`config.mk`:
```
export PLATFORM = sky130hd
export DESIGN_NAME = mem_bus_arbiter
export DESIGN_NICKNAME = d
export VERILOG_FILES = /design/src/rtl/mem_bus_arbiter.sv
export SDC_FILE = /design/constraint.sdc
export NUM_CORES = 1
export LEC_CHECK = 0
export ABC_CLOCK_PERIOD_IN_PS = 6620
export BUFFER_PORTS_ARGS = -buffer_cell sky130_fd_sc_hd__buf_2
export CORE_AREA = 3 3 112 125
export DETAILED_ROUTE_END_ITERATION = 8
export DIE_AREA = 0 0 115 128
export HOLD_SLACK_MARGIN = 0.1
export MAX_ROUTING_LAYER = met4
export PLACE_DENSITY_LB_ADDON = 0.2
export SLEW_MARGIN = 20
export SYNTH_ARGS = -nofsm -noshare
export SYNTH_HDL_FRONTEND = slang
export SYNTH_SLANG_ARGS = --single-unit
```
`constraint.sdc`:
```
create_clock -name clk -period 6.62 [get_ports clk]
set_input_delay 0.331 -clock clk [delete_from_list [all_inputs] [get_ports clk]]
set_output_delay 0.331 -clock clk [all_outputs]
set_load 0.01 [all_outputs]
```
`src/rtl/mem_bus_arbiter.sv`:
```
// mem_bus_arbiter: fetch/data two-master front end for the memory unit start/busy handshake
module mem_bus_arbiter #(
    parameter int STARVE_LIMIT = 4,
    parameter int TIMEOUT = 65535
) (
    input  logic        clk,
    input  logic        reset,
    input  logic        init_done,
    input  logic        mem_busy,
    input  logic [31:0] mem_q,
    output logic [26:0] mem_addr,
    output logic [31:0] mem_data,
    output logic        mem_we,
    output logic        mem_start,
    input  logic        i_req,
    input  logic [26:0] i_addr,
    output logic        i_ack,
    output logic [31:0] i_q,
    input  logic        d_req,
    input  logic [26:0] d_addr,
    input  logic [31:0] d_data,
    input  logic        d_we,
    output logic        d_ack,
    output logic [31:0] d_q,
    output logic        timeout_err
);
    typedef enum logic [1:0] {IDLE, START, WAIT, DONE} state_t;
    state_t state, state_n;
    logic [3:0] starve, starve_n;
    logic [15:0] tcnt, tcnt_n;
    logic gnt_i, gnt_i_n;
    logic [26:0] mem_addr_n;
    logic [31:0] mem_data_n, i_q_n, d_q_n, rdata;
    logic mem_we_n, mem_start_n, i_ack_n, d_ack_n, timeout_err_n;
    logic grant, pick_i, busy_phase, timed_out, finish, abort, ends;
    always_ff @(posedge clk) begin
        if (reset) begin
            state <= IDLE;
            starve <= '0;
            tcnt <= '0;
            gnt_i <= 1'b0;
            mem_addr <= '0;
            mem_data <= '0;
            mem_we <= 1'b0;
            mem_start <= 1'b0;
            i_ack <= 1'b0;
            d_ack <= 1'b0;
            i_q <= '0;
            d_q <= '0;
            timeout_err <= 1'b0;
        end else begin
            state <= state_n;
            starve <= starve_n;
            tcnt <= tcnt_n;
            gnt_i <= gnt_i_n;
            mem_addr <= mem_addr_n;
            mem_data <= mem_data_n;
            mem_we <= mem_we_n;
            mem_start <= mem_start_n;
            i_ack <= i_ack_n;
            d_ack <= d_ack_n;
            i_q <= i_q_n;
            d_q <= d_q_n;
            timeout_err <= timeout_err_n;
        end
    end
    always_comb begin
        grant = state == IDLE && init_done && (i_req || d_req);
        pick_i = i_req && (!d_req || starve == 4'(STARVE_LIMIT));
        busy_phase = state == START || state == WAIT;
        timed_out = TIMEOUT != 0 && busy_phase && 16'(tcnt + 16'd1) == 16'(TIMEOUT);
        finish = state == WAIT && !mem_busy;
        abort = timed_out && !finish;
        ends = finish || abort;
        state_n = state;
        case (state)
            IDLE:    state_n = grant ? START : IDLE;
            START:   state_n = abort ? DONE : mem_busy ? WAIT : START;
            WAIT:    state_n = ends ? DONE : WAIT;
            default: state_n = IDLE;
        endcase
    end
    always_comb begin
        rdata = finish ? mem_q : 32'd0;
        gnt_i_n = grant ? pick_i : gnt_i;
        mem_addr_n = grant ? (pick_i ? i_addr : d_addr) : mem_addr;
        mem_data_n = grant ? (pick_i ? 32'd0 : d_data) : mem_data;
        mem_we_n = grant ? (!pick_i && d_we) : (mem_we && !ends);
        mem_start_n = grant || (mem_start && !ends);
        i_ack_n = ends && gnt_i;
        d_ack_n = ends && !gnt_i;
        i_q_n = i_ack_n ? rdata : i_q;
        d_q_n = d_ack_n ? rdata : d_q;
        timeout_err_n = timeout_err || abort;
        // a data grant only counts against fetch while fetch is actually waiting
        starve_n = !grant ? starve : (pick_i || !i_req) ? 4'd0 :
                   starve == 4'(STARVE_LIMIT) ? starve : starve + 4'd1;
        tcnt_n = grant ? 16'd0 : busy_phase ? tcnt + 16'd1 : tcnt;
    end
endmodule

```
After elaboration in Yosys (flattened, before gate mapping) --
Index checks and enable logic that the tools add are counted.
Operators by class: $add $sub $neg 2, multipliers 0, div/mod/pow operators 0, magnitude comparators 0, equality and inequality tests 5, shifts and indexed selects 0, mux-type cells 11, bitwise gates (word level) 0, reductions and logical operators 28
Operators with widths (count):
- $mux W32 | 2
- $mux W27 | 1
- $add A16 B1 Y16 const B | 1
- $eq A16 B16 Y1 const B | 1
- $logic_and A1 B1 Y1 | 11
- $mux W4 | 2
- $logic_not A1 Y1 | 7
- $logic_or A1 B1 Y1 | 7
- $pmux W2 S3 | 1
- $add A4 B1 Y4 const B | 1
- $eq A4 B3 Y1 const B | 1
- $mux W2 | 2
- $mux W1 | 3
- $eq A2 B1 Y1 const B | 1
- $eq A2 B2 Y1 const B | 1
- $logic_not A2 Y1 | 1
- $ne A2 B1 Y1 const B | 1
- $reduce_and A2 Y1 | 1
- $reduce_or A2 Y1 | 1
Storage, ports and cells: flip-flop bits (word level) 151, latch bits 0, memory bits (writable) 0, memory bits (read-only) 0, input bits 125, output and inout bits 128, logic and storage cells 59, memories kept 0

Longest topological paths before layout --
Gate-level depths: netlist (run 1).
depth after elaboration 8, gate-level depth with buffers 11, gate-level depth less buffers 8

Worst setup path after synthesis (run 1) --
OpenSTA, ideal clock, no wires.
path kind register -> register, from register state[1], to register d_q[0], setup time 0.116 ns, arrival 2.469 ns, slack 4.035 ns, stages on the path, launching flop included 12, path buffers 3, period minus slack after synthesis 2.585 ns, cells stage by stage dfxtp_1 inv_1 ha_1 clkbuf_1 nand4_1 or3_2 o21ai_0 nand4_1 or2_1 buf_6 buf_8 a41o_1
On the way: cells in the longest elaborated chain, start to end 6, elaborated cells between the ends (all ways) 10, those cells by class eq/ne (2); mux (1); reduce/logical (7)
RTL lines:
- start, declared | RTL line 28 | state_t state, state_n;
- start signal, assigned | RTL line 52 | state <= state_n;
- $eq A2 B1 Y1 / $eq A2 B2 Y1 (equally long branches) | RTL line 70 | busy_phase = state == START || state == WAIT;
- $logic_or A1 B1 Y1 (*) | RTL line 70
- named net busy_phase | RTL line 35 | logic grant, pick_i, busy_phase, timed_out, finish, abort, ends;
- $logic_and A1 B1 Y1 (*) | RTL line 71 | timed_out = TIMEOUT != 0 && busy_phase && 16'(tcnt + 16'd1) == 16'(TIMEOUT);
- $logic_and A1 B1 Y1 (*) | RTL line 73 | abort = timed_out && !finish;
- $logic_or A1 B1 Y1 (*) | RTL line 74 | ends = finish || abort;
- $logic_and A1 B1 Y1 (*) | RTL line 91 | d_ack_n = ends && !gnt_i;
- end signal, assigned | RTL line 63 | d_q <= d_q_n;
- end, declared | RTL line 24 | output logic [31:0] d_q,
Mark *: on every way through the listed nets, which the timed path passes. The rest lies on a longest branch. A chain may end at the register's enable or synchronous reset.

Worst setup path in the final report (run 1) --
from register state[1], to register d_q[5]
Same word-level chain as after synthesis.

==> summary.txt, run 1 <==
Run status
  • Outcome: complete, no violations

Clock network
  • Clock insertion delay at the later pin of the skew report: between 0.4 and 0.5 ns
  • CTS tree: built
  • Post_cts resized: 0
  • H-Tree Depth: 4
  • # clock sinks: approximately 150
  • Root Buffer: clkbuf_16
  • Setup bufs post-CTS: 0
  • Total CTS buffers: 17
  • Clk slew on worst S/H paths: 0.06 ns
  • Clock Path Buffers: 2
  • CTS Hold Bufs: 0

Critical path
  • Data required, critical path: ~6.9 ns
  • CP Cell Sequence: inv_1 > ha_1 > nand4_1 > or3_2 > o21ai_0 > nand4_1 > or2_2 > buf_4 > a41o_1
  • CP Capture Type: flip-flop
  • R2r setup slk: around 3.6 ns
  • Reg2reg end: d_q[5]
  • Slowest stage cell on the critical path: ha_1
  • WS Path Type: reg2reg
  • Worst R2R Start: state[1]
  • Sum of buffers and inverters on the critical path: 2
  • Worst path top cell family by delay: simple AND/OR/NAND/NOR gates
  • Worst reg2reg path depth: 9
  • CP Max Fanout: 70
  • Most used cell, CP: nand4_1
  • Largest stage delay, worst path: about 0.47 ns
  • Crit path launch type: flip-flop
  • Crit path DAT: approximately 3.4 ns

Cells and area
  • Synth-to-Final Area Change: 23.6%
  • Layout cells sized above 1: around a third
  • Layout Utilization: 66.9%
  • Post-Layout Cell Count: roughly 1100
  • Final Net Count: between 1000 and 1500

Power
  • Leakage: roughly 4.2 nW
  • Psw: 0.598 mW
  • Clk pwr share: a little over two fifths
  • Final Power: about 2.4 mW
  • Gate power share: between 10% and 20%
  • Worst vdd rail ir drop: 172 uV
  • Sequential power share: approximately 43%
  • Sw frac: 24.9%
  • Pwr dens: 283 mW/mm2
  • P_int: 1.80 mW

Floorplanning
  • Starting Density: ~54%
  • Die height: about 130 um
  • Num rows: 43
  • Core area: between 0.01 and 0.015 mm2
  • Die Area: about 0.015 mm2
  • Die width: around 120 um
  • I/O Pins: between 200 and 300

Logic synthesis
  • Seq/Total Area, Yosys: a little over two fifths
  • Cell taking the most area after synthesis: dfxtp_1
  • Synth top area share: 44.0%
  • Synth cell types: 53
  • Synthesis Warnings: 0
  • Synth area leaders: dfxtp_1, a41o_1, o22ai_1
  • Mapped Nets: 849
  • Synthesized area per cell: around 9.6 um2
  • Top FF cell, synth: dfxtp_1
  • Cells after Synth: between 700 and 800
  • Mapped Area: 0.00688 mm2
  • Asr flop ratio synth: 0%
  • EDFF count, synth: 0
  • #FFs+latches synth: around 150

Timing
  • Worst-Margin Slew: ~1.1 ns
  • Achievable frequency: between 300 and 400 MHz
  • Final hold vios: 0
  • Final worst clock skew: 0.00675 ns
  • Min cycle time layout: between 3 and 4 ns
  • Unrepaired setup endpoints after global routing: false
  • Final setup TNS: 0 ns
  • Fin crit share: 46.0%
  • Slew headroom: roughly 28%
  • Max-slew violations: 0
  • Setup violators final: 0

Routing
  • Total iterations of the first detailed-routing run: 5
  • Vias per inst: a little under 6
  • Post-DRT Antenna Nets: 0
  • WL per Instance: about 17 um
  • Final WL: 19.0 mm
  • Vias: ~6400
  • DRC viols: 0
  • DR iter-0 viols: slightly below 700

GRT
  • Largest net degree at the start of global routing: 100
  • Initial antenna violation count: 1
  • Vias in the first global route: roughly 6000
  • First-pass GRT wire length: 29.9 mm
  • Total track usage: approximately a quarter
  • Overflow after GRT: 0

Worst hold path
  • Hold Path End: mem_data[19]
  • Min-delay src: d_data[19]
  • Hold Path Class: in2reg
  • Worst Hold Path Cells: 2

Place
  • Cells after DPL: around 1100
  • Post-DP HPWL: 12.5 mm
  • Routability Congestion: roughly 1
  • Port Buffers: 252

Run
  • Max cap viols: 0
==> per-layer routing <==
layer,global-route usage (%),wire (um)
met5,-,0
met2,43.9,9780
met1,30.3,7720
met4,6.91,257
met3,6.09,1220
==> how the worst max path moves through the flow <==
stage | depth (start not counted) | end | from
3_5_place_dp | 9 | d_q[25] | state[1]
2_1_floorplan | 11 | d_q[0] | state[1]
3_3_place_gp | 9 | d_q[19] | state[1]
4_1_cts | 9 | d_q[5] | state[1]
5_1_grt | 9 | d_q[16] | state[1]
6_report | 9 | d_q[5] | state[1]
==> worst reg2reg max path: cells and delay by family, from the launching register on <==
| kind | cells | cell delay (ns) |
|---|---|---|
| compound gates | 2 | 0.58 |
| fa+ha+maj | 1 | 0.47 |
| buf+inv | 2 | 0.43 |
| flops | 1 | 0.43 |
| simple gates | 4 | 1.02 |
==> through the flow <==
stage	instance area [um2]	hold slack [ns]	setup WS [ns]
after floorplan	6880	0.430	4.04
after global placement	7860	0.456	3.83
after detailed placement	7870	0.460	3.67
after CTS	8500	0.107	3.66
after global routing	8500	0.111	3.39
final	8500	0.124	3.57
==> cell usage after synthesis (2+ instances only) <==
library cell   instances
nand2b_1              33
a21oi_1               11
a41o_1                64
nor3_1                 3
nor4_1                 3
inv_1                  6
o31ai_1                2
xnor2_1                6
a211oi_1              28
xor2_1                12
or3_2                  3
buf_2                  6
and4b_1                2
dlygate4sd3_1         22
nor2_1                51
ha_1                   8
nand2_1               84
a22o_1                33
mux2i_1               27
a31oi_1                2
nand4_1               11
dlygate4sd1_1          2
dfxtp_1              151
and3_1                 2
nor2b_1                2
o21ai_0                5
clkbuf_1              30
buf_8                  7
or2_2                  2
o22ai_1               65
nand3_1                6
buf_6                  5
o211ai_1               2
==> placed cells by master, fill, tap and decap left out, types with 5 or more instances in the layout <==
cell       netlist  final
ha_1             8      8
xnor2_1          6      6
clkbuf_16        0     17
buf_2            6    251
a21oi_1         11     11
nor2_1          51     50
nand3_1          6      6
inv_1            6      6
nand2b_1        33     32
o21ai_0          5      5
a22o_1          33     33
nand2_1         84     84
a41o_1          64     64
o22ai_1         65     65
dfxtp_1        151    150
mux2i_1         27     27
nand4_1         11     11
buf_4            1     10
a211oi_1        28     28
xor2_1          12     12
==> logic make-up after synthesis <==
group                      count (synthesis)  synth area share, %
AOI/OAI and AO/OA                        220                 25.3
and+or+nand+nor                          211                 14.6
muxes                                     27                 3.93
xor gates and xnor gates                  18                 2.29
adders and majority gates                  8                 1.46
buffers and inverters                     81                 8.48
DFF                                      151                 44.0
==> final cells by class <==
class	instances	area (um2)
inverter	7	27.5
fill	1004	4200
sequential	151	3020
tap	157	196
clock buffer	22	484
clock inverter	8	144
antenna	1	2.50
multi-input combinational	484	3290
timing repair buffer	261	1330
==> sequential cells by signal, indices dropped and copies added (netlist names) <==
signal and flops:
d_q 32, i_q 32, mem_data 32, mem_addr 27, tcnt 16, starve 4
state 2, d_ack 1, gnt_i 1, i_ack 1, mem_start 1, mem_we 1
timeout_err 1
==> power by group through the flow <==
stage          registers [mW]  logic [mW]  clock network (mW)
6_report                 1.04       0.341                1.03
5_1_grt                  1.04       0.374                1.07
4_1_cts                  1.03       0.343                1.04
3_5_place_dp             1.05       0.342                   0
3_3_place_gp             1.05       0.330                   0
2_1_floorplan            1.08       0.176                   0
Power figures use the tool's default switching activity.
==> inputs of run 2 (changes only) <==
--- a/config.mk
+++ b/config.mk
@@ -5,11 +5,12 @@
 export SDC_FILE = /design/constraint.sdc
 export NUM_CORES = 1
 export LEC_CHECK = 0
-export ABC_CLOCK_PERIOD_IN_PS = 6620
+export ABC_AREA = 1
+export ABC_CLOCK_PERIOD_IN_PS = 2600
 export BUFFER_PORTS_ARGS = -buffer_cell sky130_fd_sc_hd__buf_2
-export CORE_AREA = 3 3 112 125
+export CORE_AREA = 3 3 121 134
 export DETAILED_ROUTE_END_ITERATION = 8
-export DIE_AREA = 0 0 115 128
+export DIE_AREA = 0 0 124 137
 export HOLD_SLACK_MARGIN = 0.1
 export MAX_ROUTING_LAYER = met4
 export PLACE_DENSITY_LB_ADDON = 0.2
==> constraint.sdc (replaced) <==
create_clock -name clk -period 2.6 [get_ports clk]
set_input_delay 0.13 -clock clk [delete_from_list [all_inputs] [get_ports clk]]
set_output_delay 0.13 -clock clk [all_outputs]
set_load 0.01 [all_outputs]
==> run 2 against run 1 <==
- via count rose by 5.2%
- sequential power rose by 140%
- wire length up 4.0%
- worst setup slack lost 3.3 ns
- global-route usage down 2.5 points
- critical path depth is 1 lower
- synthesized cell count grew 14%
- power up 130%
- clock skew rose by 0.0026 ns
- critical path type unchanged
==> summary.txt, run 2 <==
Run status
  • Outcome: complete, no violations

Timing
  • Worst-Margin Slew: 0.442 ns (-0.637 ns)
  • Fin crit share: 90.8% (+45 points)
  • Max-slew violations: 0 (unchanged)
  • Min cycle time layout: 2.36 ns (-0.686 ns)
  • Unrepaired setup endpoints after global routing: false
  • Final hold vios: 0 (unchanged)
  • Final setup TNS: 0 ns (unchanged)
  • Final worst setup slack: 0.239 ns (-3.33 ns)
  • Worst hold slack: 0.118 ns (-0.00598 ns)
  • Achievable frequency: 424 MHz (+29%)
  • Slew headroom: 70.5% (+42 points)
  • Setup violators final: 0 (unchanged)
  • Final worst clock skew: 0.00934 ns (+0.00259 ns)

Logic synthesis
  • Synth cell types: 31 (-42%)
  • Synthesis Warnings: 0 (unchanged)
  • Synthesized area per cell: 7.99 um2 (-17%)
  • #FFs+latches synth: 151 (unchanged)
  • Synth area leaders: dfxtp_1, nand2_1, a21oi_2
  • Most common cell in the netlist: nand2_1
  • Synth top cells by count: nand2_1, dfxtp_1, nor2_1
  • Mapped Area: 0.00653 mm2 (-5.1%)
  • Mapped Nets: 950 (+12%)
  • EDFF count, synth: 0 (unchanged)
  • Cells after Synth: 817 (+14%)
  • Seq/Total Area, Yosys: 46.3% (+2.4 points)
  • Top FF cell, synth: dfxtp_1
  • Synth top area share: 46.3% (+2.4 points)
  • Cell taking the most area after synthesis: dfxtp_1
  • Asr flop ratio synth: 0% (unchanged)

Clock network
  • CTS tree: built
  • Clock Path Buffers: 2 (unchanged)
  • # clock sinks: 151 (unchanged)
  • Root Buffer: clkbuf_16
  • Total CTS buffers: 17 (unchanged)
  • Clock insertion delay at the later pin of the skew report: 0.42 ns (about the same)
  • Clk slew on worst S/H paths: 0.06 ns (about the same)
  • H-Tree Depth: 4 (unchanged)

Place
  • Port Buffers: 252 (unchanged)
  • Worst slack, placed: 0.237 ns (-3.43 ns)
  • Routability Congestion: 0.871 (-13%)
  • Cells after DPL: 1226 (+16%)
  • Placed Area: 0.00789 mm2 (+0.29%)
  • Post-DP HPWL: 12.5 mm (-0.19%)

Cells and area
  • Layout cells sized above 1: 33.5% (+0.57 points)
  • Largest regs: d_q x32, i_q x32, mem_data x32
  • Final instance area: 0.00967 mm2 (+14%)
  • Most frequent cells in the layout: buf_2, nand2_1, dfxtp_1, dlygate4sd3_1, nor2_1
  • Post-Layout Cell Count: 1379 (+26%)
  • Final Net Count: 1303 (+24%)
  • Most common cell after layout, fill and taps aside: buf_2
  • Fill count: 1343 (+34%)
  • Synth-to-Final Area Change: 48.1%
  • # diodes: 0 (-1)

Critical path
  • Crit path DAT: 2.72 ns (-0.63 ns)
  • Worst reg2reg path depth: 8 (-1)
  • CP Capture Type: flip-flop
  • Slowest stage cell on the critical path: dlygate4sd3_1
  • WS Path Type: reg2reg
  • Worst R2R Start: state[0]
  • Largest stage delay, worst path: 0.61 ns (+0.14 ns)
  • CP Max Fanout: 29 (-59%)
  • Data required, critical path: 2.96 ns (-3.96 ns)
  • Reg2reg end: mem_addr[18]
  • R2r setup slk: 0.24 ns (-3.33 ns)
  • CP Cell Sequence: inv_1 > ha_1 > nand2_1 > nor2_2 > buf_4 > o21ai_0 > o31ai_1 > dlygate4sd3_1
  • Crit path launch type: flip-flop

Floorplanning
  • Die width: 124 um (+7.8%)
  • I/O Pins: 253 (unchanged)
  • Num rows: 47 (+9.3%)
  • Die height: 137 um (+7.0%)
  • Starting Density: 43.4% (-11 points)
  • Core area: 0.0151 mm2 (+19%)
  • Die Area: 0.0170 mm2 (+15%)

Power
  • Pwr dens: 583 mW/mm2 (+110%)
  • Leakage: 4.43 nW (+6.4%)
  • Worst vdd rail ir drop: 384 uV (+120%)

GRT
  • Largest net degree at the start of global routing: 80 (-20%)
  • First-pass GRT wire length: 30.5 mm (+2.0%)
  • Initial antenna violation count: 0 (-1)
  • Vias in the first global route: 6418 (+4.3%)
  • Overflow after GRT: 0 (unchanged)
  • Total track usage: 23.3% (-2.5 points)

Worst hold path
  • Hold Path End: mem_addr[21]
  • Min-delay src: d_addr[21]
  • Worst Hold Path Cells: 3 (+1)
  • Hold Path Class: in2reg

Routing
  • Post-DRT Antenna Nets: 0 (unchanged)
  • Vias per inst: 4.89 (-17%)
  • Final WL: 19.7 mm (+4.0%)
  • Vias: 6744 (+5.2%)
  • DRC viols: 0 (unchanged)
  • WL per Instance: 14.3 um (-18%)
  • DR iter-0 viols: 361 (-47%)
  • Total iterations of the first detailed-routing run: 4 (-1)

Run
  • Max cap viols: 0 (unchanged)
-- run 2: changes by cell type after synthesis, moves of 27 or more --
cell and delta:
a41o_1 -64, a22o_1 -33, nand2b_1 -33, o21ai_0 +35, nand2_2 +41, a32o_1 +32
nand2_1 +94, inv_1 +66, a21oi_1 +29, o22ai_1 -65, a211oi_1 -27, mux2i_1 -27
a21oi_2 +38, nor2_1 +31
-- run 2: logic make-up (layout without fill, tap and decap cells) --
family          count (synthesis)  in the layout  synth area share (%)
xor+xnor                        4              4                 0.537
simple gates                  341            341                  23.0
buf+inv                       128            494                  8.43
flops                         151            151                  46.3
compound gates                185            185                  20.2
fa+ha+maj                       8              8                  1.53
-- run 2: critical path: cells and delay by family (launching register included) --
family          cells  cell delay [ns]
fa+ha+maj           1             0.15
buf+inv             3             1.07
simple gates        2             0.31
flops               1             0.33
compound gates      2             0.44
-- run 2: report_power, final --
part	switching (mW)	internal, mW	leakage [nW]
registers	0.0717	2.42	1.23
logic	0.435	0.377	2.94
clock network	1.07	1.26	0.272
-- run 2: worst max-delay path by stage --
stage | start | to | slack (ns) | depth (start not counted)
2_1_floorplan | state[1] | d_q[22] | 0.45 | 15
3_3_place_gp | tcnt[0] | d_q[0] | 0.31 | 14
3_5_place_dp | tcnt[0] | d_q[0] | 0.24 | 14
4_1_cts | tcnt[0] | d_q[0] | 0.21 | 14
5_1_grt | tcnt[0] | i_q[14] | 0.03 | 14
6_report | state[0] | mem_addr[18] | 0.24 | 8
-- run 2: final cells by class --
type	instances	area (um2)	area share (%)
timing repair buffer	385	2580	26.7
tap	196	245	2.54
clock inverter	15	133	1.37
sequential	151	3020	31.3
inverter	77	289	2.99
multi-input combinational	538	2980	30.8
clock buffer	17	425	4.40
-- run 2: repair_timing --
item / in CTS / in global routing
buffers inserted: 0 / 0
gates resized for setup: 0 / 1
setup endpoints to repair: 0 / 14
endpoints found under the hold margin: 128 / 0
hold buffers: 121 / 0
-- run 2: through the flow --
stage	utilization, %	power [mW]
after floorplan	-	2.90
after global placement	52.4	3.18
after detailed placement	52.4	3.19
after CTS	64.2	5.69
after global routing	64.2	5.89
final	64.2	5.63
-- run 2: routing by layer --
layer	track usage [%]	wire (um)	up-vias	share of wire (%)
li1	-	-	3391	-
met1	26.7	8290	3133	42
met2	39.6	10100	181	51
met3	5.33	891	39	4.5
met4	8.40	463	0	2.3
met5	-	0	-	0
